--- src/rtl/ula_seq.sv ---
// ula_seq: sequences commands onto an external combinational ALU and multiplies by repeated addition
// Ports:
//   clk, rst_n                        clock, asynchronous active-low reset
//   cmd_valid/cmd_ready, cmd_op,a,b   command handshake; accepted only in IDLE
//   ula_code, ula_ah, ula_bb          control word and operands presented to the ALU
//   ula_out                           combinational ALU result
//   res_valid/res_ready, res_data,err result handshake; result held until accepted
module ula_seq (
  input  logic        clk,
  input  logic        rst_n,
  input  logic        cmd_valid,
  output logic        cmd_ready,
  input  logic [2:0]  cmd_op,
  input  logic [31:0] cmd_a,
  input  logic [31:0] cmd_b,
  output logic [5:0]  ula_code,
  output logic [31:0] ula_ah,
  output logic [31:0] ula_bb,
  input  logic [31:0] ula_out,
  output logic        res_valid,
  input  logic        res_ready,
  output logic [31:0] res_data,
  output logic        res_err
);
  localparam logic [1:0] IDLE = 2'd0, EXEC = 2'd1, MUL = 2'd2, DONE = 2'd3;
  localparam logic [5:0] C_ZERO = 6'b010000, C_ADD = 6'b111100;
  logic [1:0]  state;
  logic [2:0]  op;
  logic [31:0] a, b, acc;
  logic [7:0]  cnt;
  logic [5:0]  op_code;
  logic        alu_op;
  assign alu_op    = op < 3'd6;
  assign cmd_ready = state == IDLE;
  assign res_valid = state == DONE;
  always_comb begin
    case (op)
      3'd0:    op_code = 6'b011000;
      3'd1:    op_code = 6'b111100;
      3'd2:    op_code = 6'b111111;
      3'd3:    op_code = 6'b001100;
      3'd4:    op_code = 6'b011100;
      3'd5:    op_code = 6'b111011;
      default: op_code = C_ZERO;
    endcase
  end
  // MUL with a zero count and the illegal op both pass through EXEC with the ALU idle
  always_comb begin
    ula_code = C_ZERO;
    ula_ah   = '0;
    ula_bb   = '0;
    if (state == EXEC && alu_op) begin
      ula_code = op_code;
      ula_ah   = a;
      ula_bb   = b;
    end else if (state == MUL) begin
      ula_code = C_ADD;
      ula_ah   = acc;
      ula_bb   = b;
    end
  end
  always_ff @(posedge clk or negedge rst_n) begin
    if (!rst_n) begin
      state    <= IDLE;
      op       <= '0;
      a        <= '0;
      b        <= '0;
      acc      <= '0;
      cnt      <= '0;
      res_data <= '0;
      res_err  <= 1'b0;
    end else begin
      case (state)
        IDLE: if (cmd_valid) begin
          op    <= cmd_op;
          a     <= cmd_a;
          b     <= cmd_b;
          acc   <= '0;
          cnt   <= cmd_a[7:0];
          state <= (cmd_op == 3'd6 && cmd_a[7:0] != 8'd0) ? MUL : EXEC;
        end
        EXEC: begin
          res_data <= alu_op ? ula_out : '0;
          res_err  <= op == 3'd7;
          state    <= DONE;
        end
        // ula_out already holds acc+B for this cycle, so the last sum is the product
        MUL: begin
          acc <= ula_out;
          cnt <= cnt - 8'd1;
          if (cnt == 8'd1) begin
            res_data <= ula_out;
            res_err  <= 1'b0;
            state    <= DONE;
          end
        end
        DONE: if (res_ready) state <= IDLE;
      endcase
    end
  end
endmodule

--- config.mk ---
export PLATFORM = sky130hd
export DESIGN_NAME = ula_seq
export DESIGN_NICKNAME = d
export VERILOG_FILES = /design/src/rtl/ula_seq.sv
export SDC_FILE = /design/constraint.sdc
export NUM_CORES = 1
export LEC_CHECK = 0
export ABC_AREA = 1
export CORE_MARGIN = 2
export CORE_UTILIZATION = 42
export CTS_CLUSTER_SIZE = 10
export DETAILED_ROUTE_END_ITERATION = 6
export HOLD_SLACK_MARGIN = 0.08
export MAX_ROUTING_LAYER = met4
export PLACE_DENSITY = 0.81
export RECOVER_POWER = 50
export SYNTH_ARGS = -nofsm -noshare
export SYNTH_HDL_FRONTEND = slang
export SYNTH_SLANG_ARGS = --single-unit
--- constraint.sdc ---
create_clock -name clk -period 1.6 [get_ports clk]
set_input_delay 0.32 -clock clk [delete_from_list [all_inputs] [get_ports clk]]
set_output_delay 0.32 -clock clk [all_outputs]
set_load 0.02 [all_outputs]
# ---- Word-level counts from Yosys, hierarchy flattened
# Index checks and enable logic that the tools add are counted.
# Widths: inputs -> output; s select.
dict set report word_totals {
  reg_bits 142
  wordCells 56
  out_inout_bits 105
}
dict set report classes {
  mux 21
  n_reduce_logical 11
  order_cmp 1
  eq_ne 14
  add_sub_neg 1
}
# operator n
set ops {}
lappend ops {{$mux 32} 7}
lappend ops {{$pmux 32 s2} 2}
lappend ops {{$pmux 6 s6} 1}
lappend ops {{$pmux 8 s2} 1}
lappend ops {{$eq 3x3->1 const B} 4}
lappend ops {{$mux 6} 2}
lappend ops {{$eq 8x1->1 const B} 1}
lappend ops {{$mux 2} 4}
lappend ops {{$mux 8} 1}
lappend ops {{$pmux 2 s4} 1}
lappend ops {{$reduce_bool 8->1} 1}
lappend ops {{$sub 8x1->8 const B} 1}
lappend ops {{$eq 3x2->1 const B} 2}
lappend ops {{$reduce_and 2->1} 3}
lappend ops {{$eq 2x2->1 const B} 2}
lappend ops {{$ne 2x1->1 const B} 2}
lappend ops {{$reduce_bool 2->1} 2}
lappend ops {{$eq 3x1->1 const B} 1}
lappend ops {{$logic_not 3->1} 1}
lappend ops {{$lt 3x3->1 const B} 1}
lappend ops {{$reduce_and 3->1} 1}
lappend ops {{$eq 2x1->1 const B} 1}
lappend ops {{$logic_and 1x1->1} 2}
lappend ops {{$logic_not 2->1} 1}
lappend ops {{3 further kinds} 3}

# ---- Longest topological paths before layout
# Gate-level depths: netlist of run 1.
dict set report depth {
  ltp_word 5
  ltp_mapped 10
}

# ---- Worst setup path before layout of run 1
# No wires, ideal clock.
dict set report synth_path {
  kind {flip-flop to output port}
  startpoint {register state[1]}
  endpoint {output port ula_code[1]}
  path_buffers 2
  slack_ps -411
  required_ps 1280
  arrival_time_ps 1691
  path_stages_with_launch 7
  cell_sequence {dfrtp_1 -> inv_1 -> ha_1 -> buf_2 -> nand2_2 -> nor3_1 -> buf_4}
}
dict set report synth_between {
  elab_chain_len 3
}
# item line_no
set synth_lines {}
lappend synth_lines {{from (decl)} 27} ;# logic [1:0] state;
lappend synth_lines {{from (signal assigned)} 80} ;# state <= (cmd_op == 3'd6 && cmd_a[7:0] != 8'd0) ? MUL : EXEC;
lappend synth_lines {{$eq 2x1->1} 52} ;# if (state == EXEC && alu_op) begin
lappend synth_lines {{$logic_and 1x1->1} 52}
lappend synth_lines {{$mux 6} 52}
lappend synth_lines {{to (decl)} 16} ;# output logic [5:0] ula_code,
# No other way between the ends.

# ---- Worst setup path after layout of run 1
dict set report layout_path {
  startpoint {register state[1]}
  endpoint {output port ula_bb[22]}
}
dict set report layout_between {
  elab_chain_len 3
  word_cells_on_any_way 5
  cone_classes {eq/ne (2); mux (2); reduce/logical (1)}
}
# item line_no
set layout_lines {}
lappend layout_lines {{$eq 2x2->1 / $eq 2x1->1 (equally long branches)} {56, 52}}
lappend layout_lines {{$mux 32 / $logic_and 1x1->1 (equally long branches)} {56, 52}}
lappend layout_lines {{$mux 32 (*)} 52}
lappend layout_lines {{to (decl)} 18} ;# output logic [31:0] ula_bb,
# Every way passes the cells marked *; elsewhere a longest branch is shown, timed or not.

==> impl_results.md, run 1 <==
- First-pass GRT wire length: 38.5 mm
- GRT Total Usage: between 30% and 40%
- Number of synthesized flops with an enable pin: 0
- Antenna violations before repair: 0
- # setup viols final: roughly 210
- RD Place Congestion: approximately 0.85
- RSZ-0062 raised after global routing: yes
- Required time worst endpoint: 1.28 ns
- Top cell type's share of synthesized area: between 50% and 60%
- XOR/XNOR share of the synthesized area: 0.134%
- # rows: 45
- Synthesized cell area: between 6000 and 7000 um^2
- Count leader, synth: nand2_1
- Diode count: 0
- Port bufs: about 210
- Clock skew: between 0.009 and 0.01 ns
- Failing checks: setup timing
- Max frequency: 444 MHz
- Post-synth top cells: nand2_1, dfrtp_1, o21ai_0
- CP dominant cell by count: buf_12
- Starting Density: 43.1%
- Flop2flop setup slack: -0.56 ns
- Average routed wire per standard cell: ~23 um
- Post-synthesis sequential area ratio: between 50% and 60%
- Drt total wl: ~30 mm
- PwrDens: about 2400 nW/um^2
- DP Worst Slack: -0.852 ns
- Clock period minus worst slack: between 2 and 2.5 ns
- CTS buffer count: 17
- CP Data Arrival Time: between 1.5 and 2 ns
- Max Root-Sink Buffers: 2
- Largest cells by area after synthesis: dfrtp_1, nand2_1, o21ai_0
- Die X: 129 um
- Hold_ws: between 0.4 and 0.5 ns
- Largest net degree at the start of global routing: just over 40
- CP Cell Sequence: inv_2 -> ha_4 -> buf_6 -> a21oi_4 -> buf_12 -> buf_12 -> nor2_1 -> buf_4
- Fin crit share: 141%
- HPWL Detailed: approximately 14 mm
- Largest family of logic cells by synthesized area: simple AND/OR/NAND/NOR gates
- Top_reg_cell synth: dfrtp_1
- TritonCTS Sinks: 142
- I/O pin cnt: 208
- Unique cell type count in the Yosys netlist: 27
- CP max stage delay: a little over 0.4 ns
- Vias/cell: slightly below 6
- Setup WS post-layout: -0.650 ns
- Final global-route overflow total: 0
- Run status: finished, violations left
- Synth area leader: dfrtp_1
- Slew margin rel.: between 30% and 40%
- Actual slew at the worst max-slew pin: 1.04 ns
- Layout cell share with drive strength beyond 1: 42.7%
- Synth async-reset ratio: 100%
- Top delay family on crit path: buffers and inverters
- Vias in the first global route: 7079
- Hold Crit Class: in -> reg
- CP max FO: 8
- Slew Limit Fails: 0
- DRC: 0
- Nets: about 1.2k
- DRT antenna net count: 0
- Max H-tree Level: 4
- Flops & latches, synth: about 140
- Die area: roughly 17000 um^2
- DR iter-0 viols: between 700 and 800
- CTS Root Cell: clkbuf_16
- Die H: ~130 um
- Peak VDD IR: roughly 1500 uV
- Final Hold Vio Count: 0
- Synth Area in Compound Gates: between 10% and 20%
- Post-Synthesis Cells: roughly 800
- Simple-gate share of the synthesized area: between 20 and 25%
- CTS tree: yes
- Core region area: around 15000 um^2
- CTS clk-pin slew, worst paths: approximately 0.06 ns
- Leak: between 5 and 6 nW
- Post-layout util: approximately 81%
- Synthesis-to-finish area growth: 88.9%
- Max-Cap Viols: 0
- Crit path max-delay cell type: dfrtp_1
- Buf/Inv on CP: 5
- Mux contribution to synthesized area: 0%
- Ys Warns: 0
- Drt pass-1 iters: 7
- Critical path class: reg -> out
- Crit end category: output pin
- Worst-Skew Late Latency: roughly 0.43 ns
- Post-synthesis average cell area: slightly above 8 um^2
- Syn Nets: 924
- Setup crit start kind: register
- Synth Area in Adders: around 1.3%
- Vias after detailed routing: between 7k and 8k
layout by cell type (no fill, tap or decap), types with 7 or more instances in the layout:
| cell type | count |
|---|---|
| o21ai_4 | 38 |
| buf_4 | 36 |
| buf_6 | 95 |
| o21ai_1 | 14 |
| o21ai_0 | 21 |
| o21ai_2 | 48 |
| nand3_1 | 75 |
| nand2_1 | 141 |
| nand2_2 | 69 |
| clkdlybuf4s50_1 | 101 |
| buf_16 | 8 |
| dlygate4sd2_1 | 33 |
| nor2_4 | 9 |
| dfrtp_1 | 141 |
| buf_12 | 22 |
| inv_1 | 87 |
| nor2_1 | 21 |
| buf_8 | 7 |
| buf_2 | 9 |
| clkbuf_16 | 26 |
| nand2_4 | 40 |
| nor2_2 | 22 |
metrics by stage:
stage	area (um^2)	instances	power [mW]	TNS, ns
floorplan	7010	814	13.3	-2.62
global placement	9460	1209	17.8	-88.91
detailed placement	9460	1209	18.1	-95.09
CTS	11300	1297	26.0	-60.04
global route	12400	1318	30.8	-90.26
finish	12400	1318	29.7	-83.41
worst register-to-register path: stages, from the launching register on:
cell        delay (ns)
dfrtp_2           0.45
inv_2             0.09
ha_4              0.19
buf_8             0.13
buf_6             0.11
buf_16            0.10
clkinvlp_4        0.14
buf_6             0.16
nor2_4            0.21
buf_12            0.14
nor2_4            0.04
buf_6             0.14
nand2_2           0.09
nand2_2           0.07
logic make-up after synthesis:
| logic type | after synthesis |
|---|---|
| and+or+nand+nor | 391 |
| buffers and inverters | 143 |
| DFF | 142 |
| AOI/OAI and AO/OA | 130 |
| adders and majority gates | 7 |
| xor gates and xnor gates | 1 |
repair_timing:
item	in CTS	in global routing
cloned	17	13
hold buffers	1	0
buffers inserted	46	17
hold endpoints to repair	34	0
endpoints found under the setup margin	189	192
pin swaps	28	41
resized for setup	620	259
flip-flops by register name, summed over array words and instances, names as in the netlist:
name	count
state	2
acc	32
a	32
op	3
res_data	32
b	32
res_err	1
cnt	8
final cells by class:
| cell class | count | area (um^2) |
|---|---|---|
| Clock buffer | 23 | 488 |
| Tap cell | 188 | 235 |
| Timing Repair inverter | 5 | 87.6 |
| Fill cell | 817 | 2830 |
| Inverter | 96 | 415 |
| Multi-Input combinational cell | 532 | 3760 |
| Sequential cell | 142 | 3550 |
| Clock inverter | 7 | 62.6 |
| Timing Repair Buffer | 325 | 3770 |
worst paths after layout:
kind,startpoint,to,cells past startpoint
worst max-delay path,state[1],ula_bb[22],8
worst min-delay path,cmd_a[9],a[9],3
worst max register to register,state[0],res_data[3],13
worst min register to register,a[9],a[9],2
max in group asynchronous,rst_n,res_data[27],3
min in group asynchronous,rst_n,res_data[3],2
layer usage:
layer	track usage (%)	wire length, um	vias up
li1	-	-	3192
met1	37.0	10500	3693
met2	53.0	15200	532
met3	6.53	2520	176
met4	15.5	2160	0
met5	-	0	-
power breakdown:
part	internal [mW]	switching [mW]
clock	2.27	1.52
sequential	5.28	0.982
combinational	8.59	11.0
total	16.1	13.5
Note: power is estimated with default switching activity, not from simulation.
==> inputs of run 2 (changes only) <==
--- a/config.mk
+++ b/config.mk
@@ -6,7 +6,7 @@
 export NUM_CORES = 1
 export LEC_CHECK = 0
 export ABC_AREA = 1
-export CORE_MARGIN = 2
+export CORE_MARGIN = 5
 export CORE_UTILIZATION = 42
 export CTS_CLUSTER_SIZE = 10
 export DETAILED_ROUTE_END_ITERATION = 6
==> run 2 against run 1 <==
Compared with the run above: the run still ends with setup timing left; register-to-register slack worse by 0.02 ns; design area fell by 2.0%; sequential power down 1%; core utilization decreased by 1.9 points; global-route usage shrank 3.3 points; final cell count grew 1.5%; power shrank 2.6%; highest routed layer unchanged; clock skew grew 0.00064 ns; count of clock-buffer cells in the layout shrank 1.
==> impl_results.md, run 2 (synthesized netlist as in run 1, its figures left out) <==
- Largest net degree at the start of global routing: 51 (+24%)
- Failing checks: setup timing
- CP max FO: 5 (-3)
- RD Place Congestion: 0.870 (+2.5%)
- Die X: 135 um (+4.7%)
- CTS Root Cell: clkbuf_16
- DR iter-0 viols: 741 (+5.3%)
- # setup viols final: 226 (+5.6%)
- CTS buffer count: 17 (unchanged)
- Clock period minus worst slack: 2.26 ns (+0.0101 ns)
- Fin area: 12100 um^2 (-2.0%)
- Synthesis-to-finish area growth: 85.2%
- Hold path depth: 3 (unchanged)
- Peak VDD IR: 1280 uV (-16%)
- Clock skew: 0.00967 ns (+0.000645 ns)
- Start point of the critical path: state[1]
- CTS clk-pin slew, worst paths: 0.06 ns (about the same)
- # rows: 45 (unchanged)
- Final global-route overflow total: 0 (unchanged)
- Register area: 3550 um^2 (unchanged)
- Max H-tree Level: 4 (unchanged)
- Max Root-Sink Buffers: 2 (unchanged)
- CTS tree: yes
- Power Total: 28.9 mW (-2.6%)
- Nets: 1224 (-0.41%)
- Slew margin rel.: 27.1% (-3.5 points)
- Fin crit share: 141% (+0.63 points)
- Worst-Skew Late Latency: 0.43 ns (about the same)
- Setup crit start kind: register
- Vias in the first global route: 7081 (+0.028%)
- CP Data Arrival Time: 1.94 ns (about the same)
- DRC: 0 (unchanged)
- Die area: 18200 um^2 (+9.5%)
- First-pass GRT wire length: 38.7 mm (+0.39%)
- Most common cell after layout, fill and taps aside: nand2_1
- Required time worst endpoint: 1.28 ns (about the same)
- Die H: 135 um (+4.7%)
- Vias after detailed routing: 7293 (-4.0%)
- Leak: 5.86 nW (-1.2%)
- Max frequency: 442 MHz (-0.45%)
- PwrDens: 2380 nW/um^2 (-0.67%)
- DP Area: 9560 um^2 (+1.1%)
- Multi-input gate area: 3410 um^2 (-9.2%)
- Final Non-Filler Cells: 1338 (+1.5%)
- Slew Limit Fails: 0 (unchanged)
- Critical path class: reg -> out
- Hold_ws: 0.418 ns (-0.00443 ns)
- Layout cell share with drive strength beyond 1: 33.6% (-9.1 points)
- Drt pass-1 iters: 6 (-1)
- Final Hold Vio Count: 0 (unchanged)
- CP Capture Point: ula_bb[5]
- Average routed wire per standard cell: 21.5 um (-6.8%)
- Setup WS post-layout: -0.660 ns (-0.0101 ns)
- RR Startpoint: state[0]
- Antenna violations before repair: 0 (unchanged)
- Actual slew at the worst max-slew pin: 1.09 ns (+0.0531 ns)
- I/O pin cnt: 208 (unchanged)
- Reg2Reg Capture Point: cnt[6]
- HPWL Detailed: 14.6 mm (+3.7%)
- Placed Instances: 1240 (+2.6%)
- Hold Crit Class: in -> reg
- Run status: finished, violations left
- Drt total wl: 28.8 mm (-5.4%)
- Most frequent cells in the layout: nand2_1, dfrtp_1, clkdlybuf4s50_1
- Max-Cap Viols: 0 (unchanged)
- R2R depth: 14 (+1)
- DRT antenna net count: 0 (unchanged)
- Core region area: 15300 um^2 (+0.37%)
- RSZ-0062 raised after global routing: yes
- Flop2flop setup slack: -0.58 ns (-0.02 ns)
- Starting Density: 42.9% (-0.16 points)
- Crit end category: output pin
- Vias/cell: 5.45 (-5.4%)
- Port bufs: 207 (unchanged)
- FILL cells: 847 (+3.7%)
- GRT Total Usage: 28.6% (-3.3 points)
- Diode count: 0 (unchanged)
- TritonCTS Sinks: 142 (unchanged)
-- run 2: cell types whose count changed in the layout (fill, tap and decap cells not counted), sizes merged, moves of 2 or more --
cell	delta
dlygate4sd2	-33
clkdlybuf4s50	+17
dlymetal6s2s	+16
buf	-3
bufinv	+3
clkinv	-3
bufbuf	+2
clkbuf	-2
-- run 2: where the power goes --
| group | internal (mW) | total, mW | switching (mW) |
|---|---|---|---|
| logic | 8.31 | 18.3 | 10.0 |
| clock network | 2.81 | 4.38 | 1.57 |
| registers | 5.28 | 6.19 | 0.916 |
| total | 16.4 | 28.9 | 12.5 |
-- run 2: worst min-delay path by stage --
stage,from,end
after CTS,rst_n,state[0]
final,cmd_a[9],a[9]
after global placement,rst_n,op[0]
after global routing,cmd_a[9],a[9]
after floorplan,rst_n,a[0]
after detailed placement,rst_n,op[0]
-- run 2: per-layer routing --
metal  share of wire, %  global-route usage, %  vias to the layer above
li1                   -                      -                     3173
met1                 37                   34.8                     3569
met2                 50                   45.7                      423
met3                7.6                   6.45                      128
met4                5.6                   13.0                        0
met5                  0                      -                        -
-- run 2: layout make-up --
type	instances	area share, %
clock buffers	22	4.08
clock inverters	10	1.30
inverters	96	3.36
multi-input cells	532	28.1
flip-flops and latches	142	29.3
well taps	211	2.18
repair buffers	323	31.3
repair inverters	2	0.330
-- run 2: what timing repair did --
item / CTS / global route
pin swaps: 11 / 7
setup buffers: 32 / 11
hold buffers: 1 / 0
resized for setup: 458 / 274
hold endpoints to repair: 33 / 0
gates cloned: 11 / 12
setup endpoints to repair: 246 / 247
-- run 2: worst max-delay path, cell delays in order, from the launching register on --
cell     delay (ns)
dfrtp_1        0.40
inv_2          0.11
ha_4           0.27
a21oi_4        0.12
buf_6          0.14
buf_6          0.11
buf_4          0.13
nor2_4         0.08
buf_6          0.13
-- run 2: stage by stage --
step	setup TNS [ns]	util, %	setup WS (ns)
after floorplan	-2.62	-	-0.0516
after global routing	-96.76	79.5	-0.688
after global placement	-84.14	62.6	-0.637
after detailed placement	-90.93	62.6	-0.670
final	-85.58	79.5	-0.660
after CTS	-79.97	72.0	-0.620
==> inputs of run 3 (changes only) <==
--- a/config.mk
+++ b/config.mk
@@ -14,6 +14,7 @@
 export MAX_ROUTING_LAYER = met4
 export PLACE_DENSITY = 0.81
 export RECOVER_POWER = 50
+export SKIP_CTS_REPAIR_TIMING = 1
 export SYNTH_ARGS = -nofsm -noshare
 export SYNTH_HDL_FRONTEND = slang
 export SYNTH_SLANG_ARGS = --single-unit
==> run 3 against run 2 <==
Compared with the run above: the flow still finishes with violations (setup timing); critical path depth down 1; non-clock buffer count down 27; worst hold slack better by 0.0059 ns; critical endpoint is now ula_bb[4]; largest power group unchanged.
==> impl_results.md, run 3 (synthesized netlist as in run 1, its figures left out) <==
- Run status: finished, violations left
- Failing checks: setup timing
- CP Data Arrival Time: 1.85 ns (-0.09 ns)
- RSZ-0062 raised after global routing: yes
- Fin crit share: 136% (-5.7 points)
- CTS tree: yes
- Average routed wire per standard cell: 18.9 um (-12%)
- I/O pin cnt: 208 (unchanged)
- Max frequency: 461 MHz (+4.2%)
- Max Root-Sink Buffers: 2 (unchanged)
- Antenna violations before repair: 0 (unchanged)
- Drt total wl: 24.9 mm (-14%)
- Starting Density: 42.9% (unchanged)
- Required time worst endpoint: 1.28 ns (about the same)
- Largest net degree at the start of global routing: 51 (unchanged)
- DR iter-0 viols: 568 (-23%)
- Slew margin rel.: 32.2% (+5.2 points)
- # setup viols final: 180 (-20%)
- Setup crit start kind: register
- Die area: 18200 um^2 (unchanged)
- Setup WS post-layout: -0.568 ns (+0.0919 ns)
- PwrDens: 2320 nW/um^2 (-2.6%)
- TritonCTS Sinks: 142 (unchanged)
- CTS clk-pin slew, worst paths: 0.06 ns (about the same)
- Port bufs: 207 (unchanged)
- CP max FO: 8 (+3)
- FILL cells: 963 (+14%)
- Slew Limit Fails: 0 (unchanged)
- Final Hold Vio Count: 0 (unchanged)
- First-pass GRT wire length: 32.9 mm (-15%)
- Worst-Skew Late Latency: 0.43 ns (about the same)
- Vias/cell: 5.23 (-4.1%)
- Most frequent cells in the layout: nand2_1, dfrtp_1, clkdlybuf4s50_1
- Actual slew at the worst max-slew pin: 1.02 ns (-0.0773 ns)
- Synthesis-to-finish area growth: 74.3%
- RD Place Congestion: 0.870 (unchanged)
- Vias after detailed routing: 6868 (-5.8%)
- HPWL Detailed: 14.6 mm (unchanged)
- Hold Crit Class: in -> reg
- Vias in the first global route: 6448 (-8.9%)
- Die X: 135 um (unchanged)
- CTS buffer count: 17 (unchanged)
- Critical path class: reg -> out
- Leak: 5.66 nW (-3.5%)
- DRC: 0 (unchanged)
- Core region area: 15300 um^2 (unchanged)
- DRT antenna net count: 0 (unchanged)
- Hold_ws: 0.424 ns (+0.00591 ns)
- Max-Cap Viols: 0 (unchanged)
- Final TNS setup: -59.83 ns (+25.75 ns)
- Post-layout util: 74.8% (-4.7 points)
- Layout cell share with drive strength beyond 1: 27.6% (-6.1 points)
- Die H: 135 um (unchanged)
- Drt pass-1 iters: 5 (-1)
- Fin area: 11400 um^2 (-5.9%)
- Max H-tree Level: 4 (unchanged)
- Crit end category: output pin
- Nets: 1200 (-2.0%)
- GRT Total Usage: 23.7% (-4.9 points)
- Most common cell after layout, fill and taps aside: nand2_1
- CTS Root Cell: clkbuf_16
- # rows: 45 (unchanged)
- DP Area: 9560 um^2 (unchanged)
- Clock period minus worst slack: 2.17 ns (-0.0919 ns)
- Peak VDD IR: 1290 uV (+0.70%)
- Clock skew: 0.00767 ns (-0.00199 ns)
- Final global-route overflow total: 0 (unchanged)
- Diode count: 0 (unchanged)
==> run 3: worst paths after layout <==
kind | slack, ns | from | cells after the start | endpoint
setup / recovery | -0.57 | state[1] | 7 | ula_bb[4]
hold / removal | 0.42 | cmd_a[9] | 3 | a[9]
setup reg to reg | -0.43 | state[0] | 10 | cnt[4]
hold reg to reg | 0.46 | res_data[8] | 2 | res_data[8]
max in group asynchronous | 0.20 | rst_n | 3 | res_data[8]
min in group asynchronous | 0.60 | rst_n | 2 | res_data[31]
==> run 3: metrics by stage <==
stage               setup WS, ns  cells  total power, mW
floorplan                -0.0516    814             13.3
global placement          -0.637   1240             18.1
detailed placement        -0.670   1240             18.4
CTS                        -1.10   1272             22.9
global route              -0.614   1314             27.9
finish                    -0.568   1314             26.5
==> run 3: final cells by class <==
class                   count  area (um^2)  area share [%]
clock buffers              22          494            4.33
clock inverters            10          158            1.38
inverters                  96          388            3.40
multi-input cells         532         3100            27.2
flip-flops and latches    142         3550            31.1
well taps                 211          264            2.31
repair buffers            296         3390            29.7
repair inverters            5         62.6           0.548
==> run 3: power breakdown <==
| group | switching, mW | total [mW] | internal [mW] |
|---|---|---|---|
| registers | 0.826 | 6.10 | 5.28 |
| clock network | 1.54 | 4.35 | 2.81 |
| logic | 9.05 | 16.1 | 7.01 |
| total | 11.4 | 26.5 | 15.1 |
==> run 3: per-layer routing <==
metal / up-vias / global-route usage (%) / wire length [um] / part of all wire, %
met5: - / - / 0 / 0
met4: 0 / 8.09 / 878 / 3.5
met3: 81 / 5.44 / 1640 / 6.6
met2: 335 / 38.1 / 12300 / 50
met1: 3323 / 29.6 / 9990 / 40
li1: 3129 / - / - / -
==> run 3: worst max-delay path: stages (launching register included) <==
cell	delay, ns
dfrtp_1	0.40
buf_6	0.13
ha_4	0.21
a21oi_4	0.16
buf_8	0.17
buf_8	0.15
nor2_2	0.05
buf_6	0.13
